[config.mk]
export PLATFORM = sky130hd
export DESIGN_NAME = regfile_wr_arbiter_flat
export DESIGN_NICKNAME = d
export VERILOG_FILES = /design/src/rtl/regfile_wr_arbiter_if.sv /design/src/rtl/regfile_wr_arbiter.sv /design/src/flat_wrapper.sv
export SDC_FILE = /design/constraint.sdc
export NUM_CORES = 1
export LEC_CHECK = 0
export CAP_MARGIN = 25
export CORE_MARGIN = 8
export CORE_UTILIZATION = 39
export CTS_CLUSTER_SIZE = 30
export DETAILED_ROUTE_END_ITERATION = 6
export PLACE_DENSITY = 0.91
export SETUP_SLACK_MARGIN = 0.15
export SKIP_LAST_GASP = 1
export SYNTH_ARGS = -nofsm -noshare
export SYNTH_HDL_FRONTEND = slang
export SYNTH_SLANG_ARGS = --single-unit
[constraint.sdc]
create_clock -name clk -period 2 [get_ports clk]
set_input_delay 0.6 -clock clk [delete_from_list [all_inputs] [get_ports clk]]
set_output_delay 0.6 -clock clk [all_outputs]
set_load 0.05 [all_outputs]
[src/rtl/regfile_wr_arbiter_if.sv]
// regfile_wr_arbiter_if: writeback requesters plus regfile write-port bundle
interface regfile_wr_arbiter_if #(
    parameter int DATA_W = 64,
    parameter int ADDR_W = 5
);
    logic              req0_valid, req0_ready, req1_valid, req1_ready;
    logic [ADDR_W-1:0] req0_addr, req1_addr, wa3;
    logic [DATA_W-1:0] req0_data, req1_data, wd3;
    logic              init_done, we3;
    modport master (
        output req0_valid, req0_addr, req0_data, req1_valid, req1_addr, req1_data,
        input  req0_ready, req1_ready, init_done, wa3, wd3, we3
    );
    modport slave (
        input  req0_valid, req0_addr, req0_data, req1_valid, req1_addr, req1_data,
        output req0_ready, req1_ready, init_done, wa3, wd3, we3
    );
endinterface

[src/rtl/regfile_wr_arbiter.sv]
// regfile_wr_arbiter: clears X0..X30 after reset, then round-robin shares the regfile write port
module regfile_wr_arbiter #(
    parameter int DATA_W   = 64,
    parameter int ADDR_W   = 5,
    parameter int N_REGS   = 32,
    parameter int ZERO_REG = 31
) (
    input logic clk,
    input logic reset,
    regfile_wr_arbiter_if.slave bus
);
    typedef enum logic {INIT, RUN} state_t;
    state_t            r_state, w_next;
    logic [ADDR_W-1:0] r_cnt, r_wa3, w_addr;
    logic [DATA_W-1:0] r_wd3, w_data;
    logic              r_prio, r_we3, r_init_done, w_gnt0, w_gnt1, w_last, w_xfer, w_wr;
    always_comb begin
        w_gnt1 = bus.req1_valid && (!bus.req0_valid || r_prio);
        w_gnt0 = bus.req0_valid && !w_gnt1;
        w_xfer = (r_state == RUN) && (w_gnt0 || w_gnt1);
        w_addr = w_gnt1 ? bus.req1_addr : bus.req0_addr;
        w_data = w_gnt1 ? bus.req1_data : bus.req0_data;
        w_wr   = w_xfer && (w_addr != ADDR_W'(ZERO_REG));
        w_last = r_cnt == ADDR_W'(N_REGS - 2);
        w_next = (r_state == INIT && w_last) ? RUN : r_state;
    end
    assign bus.req0_ready = (r_state == RUN) && w_gnt0;
    assign bus.req1_ready = (r_state == RUN) && w_gnt1;
    assign bus.we3        = r_we3;
    assign bus.wa3        = r_wa3;
    assign bus.wd3        = r_wd3;
    assign bus.init_done  = r_init_done;
    always_ff @(posedge clk) begin
        if (reset) r_state <= INIT;
        else       r_state <= w_next;
    end
    always_ff @(posedge clk) begin
        if (reset) begin
            r_cnt       <= '0;
            r_prio      <= 1'b0;
            r_we3       <= 1'b0;
            r_wa3       <= '0;
            r_wd3       <= '0;
            r_init_done <= 1'b0;
        end else if (r_state == INIT) begin
            r_we3       <= 1'b1;
            r_wa3       <= r_cnt;
            r_wd3       <= '0;
            r_cnt       <= r_cnt + 1'b1;
            r_init_done <= w_last;
        end else begin
            r_we3 <= w_wr;
            // the loser of this transfer wins the next tie, even for dropped XZR writes
            if (w_xfer) r_prio <= w_gnt0;
            if (w_wr) begin
                r_wa3 <= w_addr;
                r_wd3 <= w_data;
            end
        end
    end
endmodule

[src/flat_wrapper.sv]
// flat-port wrapper written by rule: the top's interface ports become plain ports
module regfile_wr_arbiter_flat 
#(
    parameter int DATA_W   = 64,
    parameter int ADDR_W   = 5,
    parameter int N_REGS   = 32,
    parameter int ZERO_REG = 31
)
  (clk, reset, bus_req0_valid, bus_req0_addr, bus_req0_data, bus_req1_valid, bus_req1_addr, bus_req1_data, bus_req0_ready, bus_req1_ready, bus_init_done, bus_wa3, bus_wd3, bus_we3);
  regfile_wr_arbiter_if #(.DATA_W(DATA_W), .ADDR_W(ADDR_W)) bus_i ();
  input logic clk;
  input logic reset;
  input wire logic [$bits(bus_i.req0_valid)-1:0] bus_req0_valid;
  input wire logic [$bits(bus_i.req0_addr)-1:0] bus_req0_addr;
  input wire logic [$bits(bus_i.req0_data)-1:0] bus_req0_data;
  input wire logic [$bits(bus_i.req1_valid)-1:0] bus_req1_valid;
  input wire logic [$bits(bus_i.req1_addr)-1:0] bus_req1_addr;
  input wire logic [$bits(bus_i.req1_data)-1:0] bus_req1_data;
  output wire logic [$bits(bus_i.req0_ready)-1:0] bus_req0_ready;
  output wire logic [$bits(bus_i.req1_ready)-1:0] bus_req1_ready;
  output wire logic [$bits(bus_i.init_done)-1:0] bus_init_done;
  output wire logic [$bits(bus_i.wa3)-1:0] bus_wa3;
  output wire logic [$bits(bus_i.wd3)-1:0] bus_wd3;
  output wire logic [$bits(bus_i.we3)-1:0] bus_we3;
  assign bus_i.req0_valid = bus_req0_valid;
  assign bus_i.req0_addr = bus_req0_addr;
  assign bus_i.req0_data = bus_req0_data;
  assign bus_i.req1_valid = bus_req1_valid;
  assign bus_i.req1_addr = bus_req1_addr;
  assign bus_i.req1_data = bus_req1_data;
  assign bus_req0_ready = bus_i.req0_ready;
  assign bus_req1_ready = bus_i.req1_ready;
  assign bus_init_done = bus_i.init_done;
  assign bus_wa3 = bus_i.wa3;
  assign bus_wd3 = bus_i.wd3;
  assign bus_we3 = bus_i.we3;
  regfile_wr_arbiter #(.DATA_W(DATA_W), .ADDR_W(ADDR_W), .N_REGS(N_REGS), .ZERO_REG(ZERO_REG)) u_core (.clk(clk), .reset(reset), .bus(bus_i));
endmodule
==> results.yml, run 1 <==
run_status:
  status: "complete, no violations"
clocking:
  clock_sinks: 78
  clock_latency_ps: 340
  postCtsHoldBufs: 0
  cts-root-buf: "clkbuf_8"
  htreeDepth: 3
  cts_buffer_depth: 2
  cts_made_buffers: 9
  clk_pin_slew_ps: 70
  cts_tree: "done"
synth:
  yosysTopAreaCellShare: 0.3967
  synth_area_leaders: "dfxtp_1 (40%), a311oi_1 (14%), a211oi_1 (12%)"
  synth_cell_types: 36
  synth_fp_nets: 619
  synthArstFlopShare: 0
  ys_top_cells_by_count: "dfxtp_1 (78), nand2_1 (73), nand3_1 (70), a211oi_1 (64), a311oi_1 (64)"
  avgSynthCellArea_sq_um: 8.287
  yosys.cell_count.top_type: "dfxtp_1"
  synth_area_leader_cell: "dfxtp_1"
  synth-edff-count: 0
  ys_warn_count: 0
  synth_ff_type: "dfxtp_1"
  synth-seq-cells: 78
  synthCells: 475
  syn_area_sq_um: 3936
  synth-seq-area-share: 0.3967
global_routing:
  grt_pass1_vias: 5329
  track_usage: 0.2560
  grt_remaining_overflow: 0
  antenna_found_initial: 0
  grt_first_pass_wirelength_mm: 27.41
  grt_max_degree: 57
power:
  p_leak_nw: 2.727
  power.density_nw_per_um2: 461.9
  ir_drop_v: 0.0003788
setup_path:
  cp_max_fo: 4
  worst_setup_path_end_kind: "output pin"
  path_class: "primary input to output pin"
  crit_arrival_ps: 1260
  worst_setup_path_start_kind: "primary input"
  rr_worst_depth: 6
  required_ps: 1400
routing:
  ant_nets: 0
  viasPerCell: 6.173
  drc: 0
  drt_iter0_drc: 488
  vias: 5105
  wl_per_cell_um: 22.66
  postRouteWirelength_mm: 18.74
  dr.pass1.iters: 6
floorplanning:
  die_x_um: 116.5
  ios: 215
  fp.coreArea_sq_um: 9774
  start_util: 0.4027
  rows: 36
  die-height_um: 116.5
  die_area_sq_um: 13560
timing:
  slew-limit-headroom: 0.7493
  rsz0062_at_grt: "true"
  hold_violations: 0
  max_freq_ghz: 0.5369
  slew_viol_final: 0
  period_needed_ps: 1863
  period_share: 0.9313
  worst_slew_pin_slew_ps: 376.1
  setup_viol: 0
  setup_slack_ps: 137.4
  fin_skew_ps: 9.927
placed_design:
  post-place-ws_ps: -413.1
  dp_hpwl_mm: 11.93
  dp_cells: 797
  io_buffers: 214
  gp_congestion: 0.9130
hold_path:
  hold_class: "flip-flop to flip-flop"
  hold_path_depth: 2
layout:
  fin_nets: 833
  fillCellCount: 644
  synthToLayoutAreaGrowth_pct: 87.70
  drive_gt1_frac: 0.3709
  fin_cells: 827
run:
  drv_cap: 0
## worst max-delay path, stage by stage
cell	delay, ps
buf_2	130
nor2b_4	140
nor3_4	230
buf_12	170
## layout by cell type (no fill, tap or decap), types with 4 or more instances in the layout
| cell | count |
|---|---|
| a211o_1 | 4 |
| a211oi_1 | 5 |
| a211oi_2 | 57 |
| a21oi_1 | 8 |
| a311oi_1 | 26 |
| a311oi_2 | 37 |
| buf_12 | 12 |
| buf_16 | 6 |
| buf_4 | 101 |
| clkbuf_8 | 9 |
| clkdlybuf4s50_1 | 129 |
| dfxtp_1 | 76 |
| dlygate4sd2_1 | 7 |
| nand2_1 | 71 |
| nand3_1 | 70 |
| nor2_1 | 10 |
## timing repair
item	CTS	global route
setup endpoints to repair	70	69
gates resized for setup	115	30
buffers inserted	5	1
endpoints found under the hold margin	0	0
pin swaps	25	8
cloned	5	3
## flip-flops by register name, summed over array words and instances, names as in the netlist
name / flops
u_core.r_prio: 1
u_core.r_state: 1
u_core.bus.wd3: 64
u_core.r_cnt: 5
u_core.bus.we3: 1
u_core.bus.wa3: 5
u_core.bus.init_done: 1
## through the flow
stage	hold slack [ps]	area, sq um	util	setup TNS, ps	total power [mW]
finish	506.9	7388	0.7559	0	3.413
global route	543.0	7386	0.7556	0	3.545
CTS	513.2	7137	0.7302	0	3.405
detailed placement	496.1	6213	0.6357	-23020	2.143
global placement	480.2	6213	0.6357	-19140	2.134
floorplan	489.0	3960	-	0	1.782
## worst paths after layout
kind,from,to,slack [ps]
max,bus_req0_valid,bus_req1_ready,140
min reg2reg,u_core.bus.init_done,u_core.bus.init_done,510
min,u_core.bus.init_done,u_core.bus.init_done,510
max reg2reg,u_core.r_prio,u_core.bus.wd3[15],310
## layer usage
metal / global-route usage / vias up / part of all wire
met4: 0.1694 / 0 / 0.049
met3: 0.06463 / 74 / 0.089
met5: 0 / - / 0
met1: 0.2801 / 2474 / 0.36
met2: 0.4322 / 288 / 0.50
li1: - / 2269 / -
## power breakdown
| group | internal [mW] | switching (mW) | leakage (nW) |
|---|---|---|---|
| sequential | 1.56 | 0.0102 | 0.631 |
| clock | 0.691 | 0.572 | 0.106 |
| combinational | 0.329 | 0.250 | 1.99 |
## cells by family (layout without fill, tap and decap cells)
kind of cell	after synthesis	in the layout	share of synthesized area
adder cells (fa/ha/maj)	2	2	0.006356
buffers and inverters	67	285	0.07947
other	0	1	0
XOR/XNOR	3	3	0.006676
flip-flops	78	78	0.3967
AO/OA/AOI/OAI	156	156	0.3150
multiplexers	1	1	0.002861
AND/OR/NAND/NOR	168	168	0.1929
## layout make-up
| class | count | area (sq um) | share of cell area |
|---|---|---|---|
| Multi-Input combinational cell | 330 | 2739 | 0.3707 |
| Clock inverter | 5 | 75.07 | 0.01016 |
| Sequential cell | 78 | 1567 | 0.2120 |
| Tap cell | 133 | 166.4 | 0.02252 |
| Clock buffer | 10 | 127.6 | 0.01727 |
| Antenna cell | 1 | 2.502 | 0.0003387 |
| Inverter | 4 | 15.01 | 0.002032 |
| Timing Repair Buffer | 266 | 2696 | 0.3649 |
Note: power is estimated with default switching activity, not from simulation.
==> inputs of run 2 (changes only) <==
--- a/config.mk
+++ b/config.mk
@@ -5,12 +5,13 @@
 export SDC_FILE = /design/constraint.sdc
 export NUM_CORES = 1
 export LEC_CHECK = 0
+export ABC_AREA = 1
 export CAP_MARGIN = 25
 export CORE_MARGIN = 8
-export CORE_UTILIZATION = 39
+export CORE_UTILIZATION = 42
 export CTS_CLUSTER_SIZE = 30
 export DETAILED_ROUTE_END_ITERATION = 6
-export PLACE_DENSITY = 0.91
+export PLACE_DENSITY = 0.95
 export SETUP_SLACK_MARGIN = 0.15
 export SKIP_LAST_GASP = 1
 export SYNTH_ARGS = -nofsm -noshare
==> constraint.sdc (replaced) <==
create_clock -name clk -period 2.3 [get_ports clk]
set_input_delay 0.69 -clock clk [delete_from_list [all_inputs] [get_ports clk]]
set_output_delay 0.69 -clock clk [all_outputs]
set_load 0.05 [all_outputs]
==> run 2 against run 1 <==
Compared with the run above:
- combinational power is 16% lower
- sequential share of layout area grew 2.9 points
- core utilization is 4.2 points lower
- global-route usage decreased by 5.0 points
- total power decreased by 8.8%
- setup slack better by 160 ps
- synthesized cell count rose by 28%
- via count decreased by 12%
- critical endpoint unchanged
- largest power group unchanged
==> results.yml, run 2 <==
run_status:
  status: "complete, no violations"
synth:
  avgSynthCellArea_sq_um: 6.363
  ys_top_cells_by_count: "nand2_1 (225), nor2_1 (127), dfxtp_1 (78), o21ai_0 (49), o21ai_1 (18)"
  synth_area_leader_cell: "dfxtp_1"
  yosysTopAreaCellShare: 0.4043
  synth-edff-count: 0
  yosys.cell_count.top_type: "nand2_1"
  synth_fp_nets: 751
  synthCells: 607
  synth_ff_type: "dfxtp_1"
  ys_warn_count: 0
  synthArstFlopShare: 0
  synth_area_leaders: "dfxtp_1 (40%), nand2_1 (22%), nor2_1 (12%)"
  synth-seq-area-share: 0.4043
  synth_cell_types: 27
  synth-seq-cells: 78
  syn_area_sq_um: 3862
run:
  drv_cap: 0
hold_path:
  hold_class: "flip-flop to flip-flop"
timing:
  rsz0062_at_grt: "false"
  hold_ws_ps: 479.2
  max_freq_ghz: 0.4998
  hold_violations: 0
  period_share: 0.8698
  slew-limit-headroom: 0.6357
  fin_skew_ps: 6.450
  setup_viol: 0
  worst_slew_pin_slew_ps: 548.6
  slew_viol_final: 0
  period_needed_ps: 2001
floorplanning:
  fp.coreArea_sq_um: 9065
  rows: 35
  die_area_sq_um: 12520
  die-height_um: 111.9
  start_util: 0.4261
  ios: 215
  die_x_um: 111.9
routing:
  ant_nets: 0
  wl_per_cell_um: 14.33
  dr.pass1.iters: 4
  postRouteWirelength_mm: 13.42
  drc: 0
  viasPerCell: 4.800
  drt_iter0_drc: 185
  vias: 4493
layout:
  final_common_cell: "nand2_1"
  fin_nets: 964
  fillCellCount: 743
  diodes: 0
  layout_common_cells: "nand2_1 (225), clkdlybuf4s50_1 (139), nor2_1 (125)"
  largest_reg_flops: 64
  drive_gt1_frac: 0.08485
  synthToLayoutAreaGrowth_pct: 67.54
setup_path:
  worst_setup_path_end_kind: "output pin"
  crit_arrival_ps: 1310
  rr_worst_depth: 12
  cp_max_fo: 3
  crit_path_cell_trace: "clkbuf_2 -> nand2_4 -> nand2_8 -> buf_12 -> nor2_4 -> buf_12"
  worst_setup_path_start_kind: "primary input"
  reg2reg_to: "u_core.bus.wd3[13]"
  required_ps: 1610
  slowest_stage: "buf_12"
  crit_start: "bus_req0_valid"
  r2r-start: "u_core.r_prio"
  max_stage_delay_ps: 140
  path_class: "primary input to output pin"
  ff2ff_setup_slack_ps: 440
  crit_top_cell: "buf_12"
  crit_path_end: "bus_req1_ready"
global_routing:
  grt_max_degree: 40
  track_usage: 0.2059
  grt_pass1_vias: 4372
  grt_remaining_overflow: 0
  grt_first_pass_wirelength_mm: 21.22
  antenna_found_initial: 0
power:
  power.density_nw_per_um2: 480.9
  pwr-share-clk: 0.406
  ir_drop_v: 0.0003660
  p_leak_nw: 2.959
  seqPwrFrac: 0.438
  p_total_mw: 3.112
  p_comb_frac: 0.156
  p_sw_frac: 0.2268
  p_sw_uw: 705.9
  internal_power_mw: 2.406
clocking:
  cts_made_buffers: 9
  cts_buffer_depth: 2
  clock_sinks: 78
  cts-root-buf: "clkbuf_8"
  htreeDepth: 3
  clock_latency_ps: 330
  cts_tree: "done"
  clk_pin_slew_ps: 70
placed_design:
  dp_hpwl_mm: 10.23
  gp_congestion: 0.8660
  io_buffers: 214
run 2: cell count changes after synthesis, moves of 11 or more:
cell      previous run  this run
nor2_1              10       127
a311oi_1            64         0
nand2_1             73       225
nor2_2               0        11
inv_1                4        15
a211oi_1            64         1
nand3_1             70        14
o21ai_1              0        18
o21ai_0              3        49
clkbuf_1            41        16
run 2: worst min-delay path by stage:
| stage | start | endpoint | slack (ps) | cells past startpoint |
|---|---|---|---|---|
| finish | u_core.bus.wd3[4] | u_core.bus.wd3[4] | 480 | 2 |
| global route | u_core.bus.wa3[2] | u_core.bus.wa3[2] | 500 | 2 |
| CTS | u_core.bus.wa3[3] | u_core.bus.wa3[3] | 480 | 2 |
| detailed placement | u_core.bus.wd3[62] | u_core.bus.wd3[62] | 470 | 2 |
| global placement | u_core.bus.wd3[39] | u_core.bus.wd3[39] | 460 | 2 |
| floorplan | u_core.r_prio | u_core.r_prio | 460 | 2 |
run 2: what timing repair did:
action,4_1_cts,5_1_grt
gates resized for setup,73,3
cloned,0,1
pin swaps,1,2
setup endpoints to repair,75,3
setup buffers,2,1
hold buffers,0,0
run 2: kinds of logic (layout without fill, tap and decap cells):
logic type,Yosys count,after routing,synth area share
buffers and inverters,55,273,0.07386
flip-flops,78,78,0.4043
AND/OR/NAND/NOR,388,388,0.4001
AO/OA/AOI/OAI,84,84,0.1153
adder cells (fa/ha/maj),2,2,0.006478
run 2: worst max-delay path: cells and delay by family:
kind	cells	cell delay (ps)
buf+inv	3	370
simple gates	3	240
run 2: power by group through the flow:
stage | Combinational, mW | Clock (mW) | Sequential (mW)
floorplan | 0.166 | 0 | 1.41
global placement | 0.473 | 0 | 1.39
detailed placement | 0.483 | 0 | 1.40
CTS | 0.486 | 1.28 | 1.36
global route | 0.532 | 1.34 | 1.36
finish | 0.486 | 1.26 | 1.36
run 2: layer usage:
metal	vias up	wire length [um]	global-route usage
li1	2309	-	-
met4	0	414	0.08751
met2	168	6707	0.3748
met1	1987	5320	0.2170
met5	-	0	0
met3	29	974	0.05790
run 2: through the flow:
| stage | util | cell area [sq um] | setup WS, ps | TNS [ps] | cells |
|---|---|---|---|---|---|
| 2_1_floorplan | - | 3911 | 159.6 | 0 | 607 |
| 6_report | 0.7139 | 6471 | 299.3 | 0 | 936 |
| 3_5_place_dp | 0.6896 | 6251 | -209.6 | -12310 | 916 |
| 4_1_cts | 0.7099 | 6435 | 156.8 | 0 | 934 |
| 5_1_grt | 0.7139 | 6471 | 260.1 | 0 | 936 |
| 3_3_place_gp | 0.6896 | 6251 | -134.4 | -6867 | 916 |
run 2: area by class of cell:
type	instances	area, sq um	share of cell area
sequential	78	1562	0.2413
multi-input combinational	474	2057	0.3179
timing repair buffer	240	2399	0.3706
inverter	17	67.56	0.01044
clock buffer	11	141.4	0.02185
tap	111	138.9	0.02146
clock inverter	5	106.4	0.01643
==> inputs of run 3 (changes only) <==
--- a/config.mk
+++ b/config.mk
@@ -6,7 +6,6 @@
 export NUM_CORES = 1
 export LEC_CHECK = 0
 export ABC_AREA = 1
-export CAP_MARGIN = 25
 export CORE_MARGIN = 8
 export CORE_UTILIZATION = 42
 export CTS_CLUSTER_SIZE = 30
==> results of run 3 <==
Same layout as run 2: the final DEF is identical, and so are final timing and power.
